### config.mk
export PLATFORM = sky130hd
export DESIGN_NAME = conv_accum_flat
export DESIGN_NICKNAME = d
export VERILOG_FILES = /design/src/rtl/conv_pkg.sv /design/src/rtl/conv_accum_if.sv /design/src/rtl/requant_sat.sv /design/src/rtl/conv_accum.sv /design/src/flat_wrapper.sv
export SDC_FILE = /design/constraint.sdc
export NUM_CORES = 1
export LEC_CHECK = 0
export ABC_AREA = 1
export BUFFER_PORTS_ARGS = -buffer_cell sky130_fd_sc_hd__buf_2
export CORE_MARGIN = 8
export CORE_UTILIZATION = 35
export CTS_CLUSTER_SIZE = 12
export DETAILED_ROUTE_END_ITERATION = 10
export HOLD_SLACK_MARGIN = 0.05
export SLEW_MARGIN = 10
export SYNTH_ARGS = -nofsm -noshare
export SYNTH_HDL_FRONTEND = slang
export SYNTH_SLANG_ARGS = --single-unit
### constraint.sdc
create_clock -name clk -period 3.95 [get_ports clk]
set_input_delay 0.1975 -clock clk [delete_from_list [all_inputs] [get_ports clk]]
set_output_delay 0.1975 -clock clk [all_outputs]
set_load 0.02 [all_outputs]
### src/rtl/conv_pkg.sv
// Shared types and constants for the convolution MAC accumulate/requantize path.
// Pure declarations; no logic, no latency.
package conv_pkg;

   localparam int ACC_W = 32;
   localparam int Q_W   = 8;
   localparam int Q_MAX = 127;
   localparam int Q_MIN = -128;

   typedef enum logic [1:0] {
      IDLE  = 2'd0,
      ACC   = 2'd1,
      QUANT = 2'd2
   } state_t;

endpackage

### src/rtl/conv_accum_if.sv
// Window control, product stream and result bus between the multiplier, conv_accum and writeback.
// master drives window setup and products; slave (the accumulator) returns status and results.
interface conv_accum_if #(
   parameter int ACC_W = 32
);
   logic                    start;
   logic signed [ACC_W-1:0] bias;
   logic [4:0]              shift;
   logic                    relu_en;
   logic                    prod_valid;
   logic signed [ACC_W-1:0] prod_in;
   logic                    busy;
   logic                    out_valid;
   logic signed [7:0]       d_out;
   logic signed [ACC_W-1:0] acc_out;

   modport master (
      output start, bias, shift, relu_en, prod_valid, prod_in,
      input  busy, out_valid, d_out, acc_out
   );

   modport slave (
      input  start, bias, shift, relu_en, prod_valid, prod_in,
      output busy, out_valid, d_out, acc_out
   );
endinterface

### src/rtl/requant_sat.sv
// Combinational requantizer: round-half-up arithmetic right shift, optional ReLU, saturate to int8.
// Zero latency; no flow control.
module requant_sat
   import conv_pkg::*;
#(
   parameter int ACC_W = conv_pkg::ACC_W
) (
   input  logic signed [ACC_W-1:0] acc,
   input  logic [4:0]              shift,
   input  logic                    relu_en,
   output logic signed [Q_W-1:0]   d_out
);

   localparam logic signed [ACC_W:0] SAT_HI = (ACC_W+1)'(Q_MAX);
   localparam logic signed [ACC_W:0] SAT_LO = (ACC_W+1)'(Q_MIN);

   logic signed [ACC_W:0] ext;
   logic signed [ACC_W:0] rnd;
   logic signed [ACC_W:0] sum;
   logic signed [ACC_W:0] r;

   // One extra bit of headroom keeps acc + half-LSB from overflowing.
   always_comb begin
      ext = {acc[ACC_W-1], acc};
      rnd = '0;
      if (shift != 5'd0) begin
         rnd = (ACC_W+1)'(1) << (shift - 5'd1);
      end
      sum = ext + rnd;
      r   = sum >>> shift;
      if (relu_en && r[ACC_W]) begin
         r = '0;
      end
      if (r > SAT_HI) begin
         d_out = Q_W'(Q_MAX);
      end else if (r < SAT_LO) begin
         d_out = Q_W'(Q_MIN);
      end else begin
         d_out = r[Q_W-1:0];
      end
   end

endmodule

### src/rtl/conv_accum.sv
// Sums N_TERMS products onto a bias, then requantizes to int8; out_valid 2 cycles after the last product.
// No backpressure: products are taken whenever prod_valid is high in ACC, start always restarts a window.
module conv_accum #(
   parameter int N_TERMS = 9,
   parameter int ACC_W   = conv_pkg::ACC_W
) (
   input  logic         clk,
   input  logic         rst,
   conv_accum_if.slave  io
);
   import conv_pkg::*;

   state_t                  state;
   state_t                  state_nxt;
   logic signed [ACC_W-1:0] acc;
   logic [7:0]              cnt;
   logic [4:0]              shift_q;
   logic                    relu_q;
   logic                    last_term;
   logic signed [Q_W-1:0]   q_dat;

   assign last_term = io.prod_valid && (cnt == 8'(N_TERMS - 1));
   assign io.busy   = (state != IDLE);

   always_ff @(posedge clk) begin
      if (!rst) begin
         state <= IDLE;
      end else begin
         state <= state_nxt;
      end
   end

   always_comb begin
      state_nxt = state;
      case (state)
         IDLE: begin
            if (io.start) state_nxt = ACC;
         end
         ACC: begin
            if (io.start)       state_nxt = ACC;
            else if (last_term) state_nxt = QUANT;
         end
         QUANT: begin
            state_nxt = io.start ? ACC : IDLE;
         end
         default: state_nxt = IDLE;
      endcase
   end

   // The QUANT-cycle capture reads the old acc/shift_q before a coincident start overwrites them.
   always_ff @(posedge clk) begin
      if (!rst) begin
         acc          <= '0;
         cnt          <= '0;
         shift_q      <= '0;
         relu_q       <= 1'b0;
         io.out_valid <= 1'b0;
         io.d_out     <= '0;
         io.acc_out   <= '0;
      end else begin
         io.out_valid <= (state == QUANT);
         if (state == QUANT) begin
            io.d_out   <= q_dat;
            io.acc_out <= acc;
         end
         if (io.start) begin
            acc     <= io.bias;
            cnt     <= '0;
            shift_q <= io.shift;
            relu_q  <= io.relu_en;
         end else if (state == ACC && io.prod_valid) begin
            acc <= acc + io.prod_in;
            cnt <= cnt + 8'd1;
         end
      end
   end

   requant_sat #(
      .ACC_W (ACC_W)
   ) u_requant (
      .acc     (acc),
      .shift   (shift_q),
      .relu_en (relu_q),
      .d_out   (q_dat)
   );

endmodule

### src/flat_wrapper.sv
// flat-port wrapper written by rule: the top's interface ports become plain ports
module conv_accum_flat import conv_pkg::*;
#(
   parameter int N_TERMS = 9,
   parameter int ACC_W   = conv_pkg::ACC_W
)
  (clk, rst, io_start, io_bias, io_shift, io_relu_en, io_prod_valid, io_prod_in, io_busy, io_out_valid, io_d_out, io_acc_out);
  conv_accum_if #(.ACC_W(ACC_W)) io_i ();
  input  logic clk;
  input  logic rst;
  input wire logic [$bits(io_i.start)-1:0] io_start;
  input wire logic [$bits(io_i.bias)-1:0] io_bias;
  input wire logic [$bits(io_i.shift)-1:0] io_shift;
  input wire logic [$bits(io_i.relu_en)-1:0] io_relu_en;
  input wire logic [$bits(io_i.prod_valid)-1:0] io_prod_valid;
  input wire logic [$bits(io_i.prod_in)-1:0] io_prod_in;
  output wire logic [$bits(io_i.busy)-1:0] io_busy;
  output wire logic [$bits(io_i.out_valid)-1:0] io_out_valid;
  output wire logic [$bits(io_i.d_out)-1:0] io_d_out;
  output wire logic [$bits(io_i.acc_out)-1:0] io_acc_out;
  assign io_i.start = io_start;
  assign io_i.bias = io_bias;
  assign io_i.shift = io_shift;
  assign io_i.relu_en = io_relu_en;
  assign io_i.prod_valid = io_prod_valid;
  assign io_i.prod_in = io_prod_in;
  assign io_busy = io_i.busy;
  assign io_out_valid = io_i.out_valid;
  assign io_d_out = io_i.d_out;
  assign io_acc_out = io_i.acc_out;
  conv_accum #(.N_TERMS(N_TERMS), .ACC_W(ACC_W)) u_core (.clk(clk), .rst(rst), .io(io_i));
endmodule
# --- Yosys cells after proc, flatten, opt, wreduce, memory -nomap -nowiden ---
# Cells that the tools add are included.
word_totals:
  reg_bits: 89
  out_inout_bits: 42
  elab_cells: 42
op_classes:
  add_sub_neg: 4
  n_lt_le_gt_ge: 2
  n_eq_ne: 5
  n_shift: 2
  n_mux: 11
  bitwise: 1
  reduce_logical: 9
op_table:
  columns: ["cell", "n"]
  rows:
  - ["$mux W33", 2]
  - ["$mux W32", 2]
  - ["$add A32 B33 Y33", 1]
  - ["$gt A33 B8 Y1 const B", 1]
  - ["$lt A33 B8 Y1 const B", 1]
  - ["$shl A1 B5 Y33 const A", 1]
  - ["$sshr A33 B5 Y33", 1]
  - ["$add A32 B32 Y32", 1]
  - ["$mux W8", 2]
  - ["$add A8 B1 Y8 const B", 1]
  - ["$eq A8 B4 Y1 const B", 1]
  - ["$mux W2", 3]
  - ["$pmux W2 S3", 1]
  - ["$reduce_bool A5 Y1", 1]
  - ["$sub A5 B1 Y5 const B", 1]
  - ["$reduce_bool A2 Y1", 2]
  - ["$logic_and A1 B1 Y1", 3]
  - ["$ne A3 B2 Y1 const B", 1]
  - ["$eq A2 B1 Y1 const B", 1]
  - ["$eq A2 B2 Y1 const B", 1]
  - ["$logic_not A2 Y1", 1]
  - ["$ne A2 B2 Y1 const B", 1]
  - ["$reduce_and A2 Y1", 1]
  - ["$reduce_or A2 Y1", 1]
  - ["2 further kinds", 2]

# --- Longest topological paths before layout ---
# Gate-level depths: netlist of run 1.
depth:
  ltp_word: 10
  mapped_depth: 41

# --- Cells and area by module ---
# A second synthesis of run 1 with hierarchy kept.
hier_totals:
  cells_unflattened: 2069
  area_unflattened_um2: 11230.8
by_module_without_submodules:
  columns: ["module", "instances", "cells_each", "area_per_inst_um2"]
  rows:
  - ["conv_accum", 1, 925, 5756.8]
  - ["requant_sat", 1, 1144, 5474.0]

# --- Worst setup path after synthesis of run 1 ---
# Ideal clock, no wire load.
synth_timing:
  path_kind: "register -> register"
  start: "register u_core.shift_q[3]"
  end: "register u_core.io.d_out[0]"
  arrival_time_ns: 4.072
  setup_slack_ns: -0.231
  stages_incl_launch_ff: 41
  n_path_buf: 4
  cell_sequence: "dfxtp_1 > buf_2 > inv_1 > buf_4 > clkbuf_1 > nand2_1 > nand2_1 > nand2_1 > inv_1 > nand2_1 > inv_1 > ha_1 > inv_1 > fa_1 > inv_1 > nand2_1 > nand2_1 > nand3_1 > (+5 left out) > nand2_2 > nand2_4 > inv_4 > nor2_4 > inv_2 > buf_6 > nand2_2 > nand2_2 > nand3_2 > nand2_2 > nor2_2 > nand3_1 > nor2_1 > nand2_1 > nand2_4 > nand3_1 > nand2_1 > inv_1"
synth_via:
  elab_chain_len: 10
synth_rtl:
  columns: ["element", "line_no", "rtl"]
  rows:
  - ["start, declared", "conv_accum.sv:17", "logic [4:0] shift_q;"]
  - ["start signal, assigned", "conv_accum.sv:69", "shift_q <= io.shift;"]
  - ["$sub A5 B1 Y5", "requant_sat.sv:27", "rnd = (ACC_W+1)'(1) << (shift - 5'd1);"]
  - ["$shl A1 B5 Y33", "requant_sat.sv:27", null]
  - ["$mux W33", "requant_sat.sv:26", "if (shift != 5'd0) begin"]
  - ["$add A32 B33 Y33", "requant_sat.sv:29", "sum = ext + rnd;"]
  - ["$sshr A33 B5 Y33 *", "requant_sat.sv:30", "r = sum >>> shift;"]
  - ["$logic_and A1 B1 Y1", "requant_sat.sv:31", "if (relu_en && r[ACC_W]) begin"]
  - ["$mux W33 *", "requant_sat.sv:31", null]
  - ["$lt A33 B8 Y1", "requant_sat.sv:36", "end else if (r < SAT_LO) begin"]
  - ["$mux W8", "requant_sat.sv:36", null]
  - ["$mux W8 *", "requant_sat.sv:34", "if (r > SAT_HI) begin"]
  - ["end signal, assigned", "conv_accum.sv:63", "io.d_out <= q_dat;"]
  - ["end, declared", "conv_accum_if.sv:24", "output busy, out_valid, d_out, acc_out"]
# Mark *: on every way between the ends. The rest lies on a longest branch, timed or not.
# A chain may end at the register's enable or synchronous reset.

# --- Worst setup path in the final report of run 1 ---
layout_timing:
  start: "register u_core.shift_q[1]"
  end: "register u_core.io.d_out[3]"
# The elaborated chain is that of the path after synthesis.

==> results.md, run 1 <==
* Congestion Overflow GR at 0
* Initial detailed-routing violation count at approximately 830
* Fin crit period at between 3 and 4 ns
* Pwr/cell area at roughly 240 mW/mm²
* Core Box Area at 0.0294 mm²
* Headroom to the max-slew limit at 23.4%
* RSZ-0062 raised after global routing: true
* Die W at 188 µm
* LEAKAGE at 7.20 nW
* TritonCTS Buffers at 9
* Hold Path Depth at 3
* Critical Path End Type: register
* Sequential area share after synthesis at about 17%
* Antenna Cells at 0
* CTS H-tree depth at 3
* Core Rows at 63
* Detailed placement HPWL at 31400 µm
* Hold path startpoint: io_relu_en
* CP delay by family, top: simple AND/OR/NAND/NOR gates
* Fin crit share at 101%
* Yosys cell types at 47
* Setup Skew at ~0.012 ns
* Post-synth top area share at 20.7%
* Antenna-violating nets left at 0
* CP Class: reg -> reg
* Worst-Margin Slew at around 1.1 ns
* Peak VDD IR at roughly 0.22 mV
* Failing checks: negative setup slack
* Synth area leader: nand2_1
* Die Area at 0.0353 mm²
* Clk sinks at ~90
* Via count at 12600
* Hold Slack at 0.0898 ns
* Clock root cell: clkbuf_16
* Worst hold path type: in -> reg
* CP required at between 4 and 5 ns
* Synthesis Warnings at 0
* Syn_area_per_cell at between 5 and 6 µm²
* Largest net degree at the start of global routing at 51
* CTS tree: done
* First-pass GRT wire length at 62000 µm
* Layout cells sized above 1 at 31.0%
* Final Non-Filler Cells at 2475
* Worst path max stage delay at 0.36 ns
* Fmax at 0.250 GHz
* Placer Congestion at 0.952
* Setup TNS at -0.163 ns
* Fill cells at between 3000 and 4000
* P&R area growth vs syn at 34.8%
* Worst Hold Path EP: u_core.relu_q
* # setup viols final at 7
* Status: finished, violations left
* Clock slew seen by the registers of the worst setup and hold paths at 0.06 ns
* Crit path DAT at 4.25 ns
* FF+latch count, synth at roughly 90
* Initial antenna violation count at 0
* CP max stage cell: dfxtp_4
* Wire length per cell at 15.8 µm
* TritonRoute pass-1 iters at 5
* Placed instance area at 0.0122 mm²
* Synthesized area at around 0.010 mm²
* MaxCap Viol Count at 0
* R2R depth at 40
* Critical Path Fanout Max at 7
* Synth top area cells: nand2_1 21%, dfxtp_1 17%, nand3_1 14%
* Worst-skew pair later-pin latency at between 0.3 and 0.4 ns
* GRT Resource Usage Total at 21.4%
* Reg2Reg Setup Slack at -0.05 ns
* Critical path buffer and inverter count at 6
* Net Count, Synth at 2002
* Max-slew violations at 0
* Worst R2R End: u_core.io.d_out[3]
* IO Port Bufs at ~120
* CTS max path bufs at 2
* Placed insts at 2444
* DRC viols at 0
* Die H at 188 µm
* Hold Fails Final Rpt at 0
* Pre-CTS WS at -0.289 ns
* Number of global-route vias before repair at between 10000 and 15000
* Initial Util at 35.2%
* Reg2Reg Launch Point: u_core.shift_q[1]
* IO Pins at between 100 and 150
* Cell count after synthesis at 1861
* Final Net Count at 2221
* CP Launch Type: register
* Final setup margin at -0.0494 ns
* Final instance area at 0.0139 mm²
* DR vias/cell at 5.08
* Final Routed Wirelength at 39200 µm
* CP most frequent cell: nand2_2
## stage by stage
| step | util (%) | total power [mW] |
|---|---|---|
| floorplan | - | 1.77 |
| global placement | 41.6 | 2.18 |
| detailed placement | 41.6 | 2.18 |
| CTS | 43.5 | 3.19 |
| global route | 47.4 | 3.54 |
| finish | 47.4 | 3.34 |
## layout by cell type, fill, tap and decap left out, drive strengths merged, types with 2 or more instances in the layout
cell type / synthesis / routed
buf: 33 / 275
a21oi: 71 / 71
nand2: 612 / 612
inv: 240 / 240
dfxtp: 89 / 89
o211ai: 7 / 7
a21boi: 6 / 6
nor2: 203 / 203
xor2: 18 / 18
nand3: 299 / 299
nor4: 3 / 3
clkbuf: 34 / 10
nor3b: 2 / 2
o21bai: 2 / 2
ha: 65 / 65
bufinv: 0 / 2
or2: 4 / 4
a211oi: 2 / 2
nor3: 18 / 18
o21ai: 71 / 71
nand4: 13 / 13
clkinv: 7 / 9
a31oi: 37 / 37
nand3b: 2 / 2
xnor2: 15 / 15
clkinvlp: 0 / 2
fa: 2 / 2
## worst max-delay path by stage
| stage | to | start | slack, ns | cells past startpoint |
|---|---|---|---|---|
| after floorplan | u_core.io.d_out[0] | u_core.shift_q[3] | 0.005 | 40 |
| after global placement | u_core.io.d_out[0] | u_core.shift_q[0] | -0.21 | 35 |
| after detailed placement | u_core.io.d_out[3] | u_core.shift_q[0] | -0.29 | 36 |
| after CTS | u_core.io.d_out[3] | u_core.shift_q[1] | -0.04 | 36 |
| after global routing | u_core.io.d_out[2] | u_core.shift_q[1] | -0.41 | 40 |
| final | u_core.io.d_out[3] | u_core.shift_q[1] | -0.05 | 40 |
## tightest hold or removal path: cells and delay by family
kind | cells | cell delay [ns]
buffers and inverters | 1 | 0.08
AND/OR/NAND/NOR | 2 | 0.13
## cells in the mapped netlist (all sizes together)
cell,n
a221oi,1
a21boi,6
o21bai,2
buf,33
clkinv,7
fa,2
and2,1
nor4,3
ha,65
inv,240
nand3,299
a22oi,1
nor2,203
o211ai,7
xor2,18
nand3b,2
nor3b,2
xnor2,15
or2,4
a211oi,2
a31oi,37
nand4,13
o21ai,71
nand2,612
clkbuf,34
a21oi,71
dfxtp,89
o21a,1
conb,1
nor2b,1
nor3,18
## flip-flops by register name, summed over array words and instances, names as in the netlist
name / flops
u_core.acc: 32
u_core.io.acc_out: 32
u_core.cnt: 8
u_core.io.d_out: 8
u_core.shift_q: 5
u_core.state: 2
u_core.io.out_valid: 1
u_core.relu_q: 1
## layer usage
metal  part of all wire [%]  track usage (%)  vias up
li1                       -                -     6423
met1                     45             27.2     5752
met2                     47             35.5      319
met3                    4.2             2.58       82
met4                    4.4             10.1        0
met5                      0                0        -
## timing repair
action / CTS / global route
setup buffers: 7 / 8
pin swaps: 16 / 62
resized for setup: 50 / 263
endpoints found under the setup margin: 7 / 7
hold buffers: 0 / 0
## logic make-up (layout without fill, tap and decap cells)
kind of cell,count (synthesis),in the layout,share of synthesized area [%]
adder cells (fa/ha/maj),67,67,8.25
XOR/XNOR,33,33,2.80
flip-flops,89,89,17.2
AND/OR/NAND/NOR,1158,1158,49.1
AO/OA/AOI/OAI,199,199,10.8
buffers and inverters,314,538,11.9
other,1,1,0.0363
## area by class of cell
class | count | area (µm²) | area share (%)
clock buffer | 10 | 239 | 1.71
clock inverter | 6 | 90.1 | 0.646
inverter | 247 | 936 | 6.71
multi-input combinational | 1458 | 8600 | 61.7
sequential | 89 | 1790 | 12.8
tap | 390 | 488 | 3.50
timing repair buffer | 275 | 1790 | 12.9
## report_power, final
part | total (mW) | leakage, nW | internal, mW | switching, mW
logic | 1.41 | 6.32 | 0.552 | 0.857
clock network | 0.959 | 0.159 | 0.574 | 0.386
registers | 0.973 | 0.727 | 0.926 | 0.0468
Power figures use the tool's default switching activity.
==> inputs of run 2 (changes only) <==
- PLACE_DENSITY: unset -> 0.55
==> results.md, run 2 (synthesis results as in run 1) <==
* Status: finished, violations left
* Failing checks: negative setup slack
* CTS H-tree depth at 3 (unchanged)
* Initial antenna violation count at 0 (unchanged)
* Part of the power in combinational logic at 45.3% (+3.1 points)
* Most frequent cells in the layout: 479 x nand2_1, 209 x inv_1, 181 x nand3_1
* Critical Path Fanout Max at 7 (unchanged)
* Clock root cell: clkbuf_16
* RSZ-0062 raised after global routing: true
* Core Box Area at 0.0294 mm² (unchanged)
* # setup viols final at 7 (unchanged)
* Largest regs: u_core.acc x32, u_core.io.acc_out x32
* Fmax at 0.247 GHz (-1.1%)
* LEAKAGE at 7.38 nW (+2.4%)
* Fill cells at 3060 (-2.2%)
* Max-slew violations at 0 (unchanged)
* GRT Resource Usage Total at 22.1% (+0.76 points)
* TritonCTS Buffers at 9 (unchanged)
* Worst path max stage delay at 0.35 ns (about the same)
* Congestion Overflow GR at 0 (unchanged)
* First-pass GRT wire length at 64000 µm (+3.2%)
* Final Routed Wirelength at 40900 µm (+4.2%)
* Detailed placement HPWL at 31900 µm (+1.7%)
* Switch share at 40.8% (+2.2 points)
* Critical Path End Type: register
* Critical path buffer and inverter count at 6 (unchanged)
* Most common cell after layout, fill and taps aside: nand2_1
* Fin crit period at 4.05 ns (+0.0465 ns)
* Pwr/cell area at 231 mW/mm² (-3.6%)
* CP max stage cell: dfxtp_4
* IO Port Bufs at 115 (unchanged)
* Largest net degree at the start of global routing at 51 (unchanged)
* Die W at 188 µm (unchanged)
* MaxCap Viol Count at 0 (unchanged)
* Initial Util at 35.2% (unchanged)
* CTS max path bufs at 2 (unchanged)
* Clock slew seen by the registers of the worst setup and hold paths at 0.07 ns (about the same)
* Sequential power share at 29.6% (+0.5 points)
* Net Switching at 1.35 mW (+4.5%)
* Worst hold path type: in -> reg
* CTS tree: done
* Peak VDD IR at 0.189 mV (-16%)
* Die Area at 0.0353 mm² (unchanged)
* CP delay by family, top: simple AND/OR/NAND/NOR gates
* Int Pwr at 1.95 mW (-4.8%)
* Hold Fails Final Rpt at 0 (unchanged)
* Clock Power Share at 25.1% (-3.6 points)
* Antenna-violating nets left at 0 (unchanged)
* CP required at 4.21 ns (about the same)
* Core Rows at 63 (unchanged)
* Layout cells sized above 1 at 33.2% (+2.2 points)
* Initial detailed-routing violation count at 1055 (+28%)
* Antenna Cells at 0 (unchanged)
* Multi-input gate area at 0.00894 mm² (+3.9%)
* FF+latch area at 0.00179 mm² (unchanged)
* Worst-skew pair later-pin latency at 0.36 ns (about the same)
* Die H at 188 µm (unchanged)
* Placer Congestion at 0.943 (-0.93%)
* CP Class: reg -> reg
* Worst-Margin Slew at 1.19 ns (+0.0463 ns)
* CP most frequent cell: nand2_1
* DR vias/cell at 5.16 (+1.6%)
* Clk sinks at 89 (unchanged)
* Headroom to the max-slew limit at 20.3% (-3.1 points)
* TritonRoute pass-1 iters at 6 (+1)
* Wire length per cell at 16.5 µm (+3.9%)
* Setup Skew at 0.00481 ns (-0.00758 ns)
* Fin util at 48.6% (+1.2 points)
* Setup TNS at -0.547 ns (-0.385 ns)
* P&R area growth vs syn at 38.2%
* DRC viols at 0 (unchanged)
* Final setup margin at -0.0959 ns (-0.0465 ns)
* IO Pins at 116 (unchanged)
* Post-CTS Hold Buffers at 0 (unchanged)
* Number of global-route vias before repair at 12400 (+1.7%)
* Fin crit share at 102% (+1.2 points)
* Via count at 12800 (+1.9%)
* Final Net Count at 2228 (+0.32%)
* Crit path DAT at 4.31 ns (+0.06 ns)
* CP Launch Type: register
==> run 2: cell count changes in the layout (fill, tap and decap cells not counted), moves of 5 or more <==
cell / previous run / this run
nand3_1: 205 / 181
nand3_2: 85 / 100
nand2_4: 19 / 29
nand3_4: 9 / 18
inv_1: 216 / 209
nand2_1: 486 / 479
nor2_2: 40 / 34
inv_2: 21 / 26
nand2_2: 107 / 102
o21ai_0: 65 / 60
o21ai_1: 4 / 9
==> run 2: worst min-delay path: stages <==
cell and delay [ns]:
buf_2 0.08, nor2_1 0.03, nor2_1 0.08
==> run 2: power groups by stage <==
| stage | logic (mW) | registers [mW] | clock network (mW) |
|---|---|---|---|
| 2_1_floorplan | 0.800 | 0.968 | 0 |
| 3_3_place_gp | 1.20 | 0.988 | 0 |
| 3_5_place_dp | 1.20 | 0.987 | 0 |
| 4_1_cts | 1.29 | 0.970 | 0.854 |
| 5_1_grt | 1.64 | 0.979 | 0.889 |
| 6_report | 1.49 | 0.977 | 0.830 |
==> run 2: repair_timing <==
| item | CTS | global route |
|---|---|---|
| setup buffers | 20 | 7 |
| pin swaps | 35 | 116 |
| setup endpoints to repair | 7 | 7 |
| gates resized for setup | 90 | 303 |
==> run 2: area by class of cell <==
class	instances	share of cell area, %
Clock buffer	10	1.67
Clock inverter	6	0.298
Timing Repair Buffer	282	12.9
Multi-Input combinational cell	1458	62.6
Sequential cell	89	12.5
Inverter	247	6.59
Tap cell	390	3.42
==> run 2: final timing paths <==
check / end / from / cells past startpoint / slack, ns
hold reg to reg: u_core.cnt[6] / u_core.cnt[5] / 1 / 0.47
hold / removal: u_core.relu_q / io_relu_en / 3 / 0.07
setup / recovery: u_core.io.d_out[3] / u_core.shift_q[0] / 31 / -0.1
setup reg to reg: u_core.io.d_out[3] / u_core.shift_q[0] / 31 / -0.1
==> run 2: through the flow <==
| stage | hold WS, ns | instances | instance area [µm²] | setup slack, ns | power (mW) |
|---|---|---|---|---|---|
| 2_1_floorplan | 0.332 | 1861 | 10300 | 0.00498 | 1.77 |
| 3_3_place_gp | 0.429 | 2439 | 12200 | -0.319 | 2.19 |
| 3_5_place_dp | 0.434 | 2439 | 12200 | -0.465 | 2.19 |
| 4_1_cts | 0.0609 | 2475 | 13000 | -0.132 | 3.11 |
| 5_1_grt | 0.0880 | 2482 | 14300 | -0.397 | 3.50 |
| 6_report | 0.0704 | 2482 | 14300 | -0.0959 | 3.30 |
==> run 2: per-layer routing <==
layer  share of wire (%)  wire (µm)  global-route usage [%]
met1                  45      18300                    28.7
met2                  47      19400                    37.7
met4                 3.0       1220                    7.52
met3                 4.8       1940                    2.38
met5                   0          0                       0
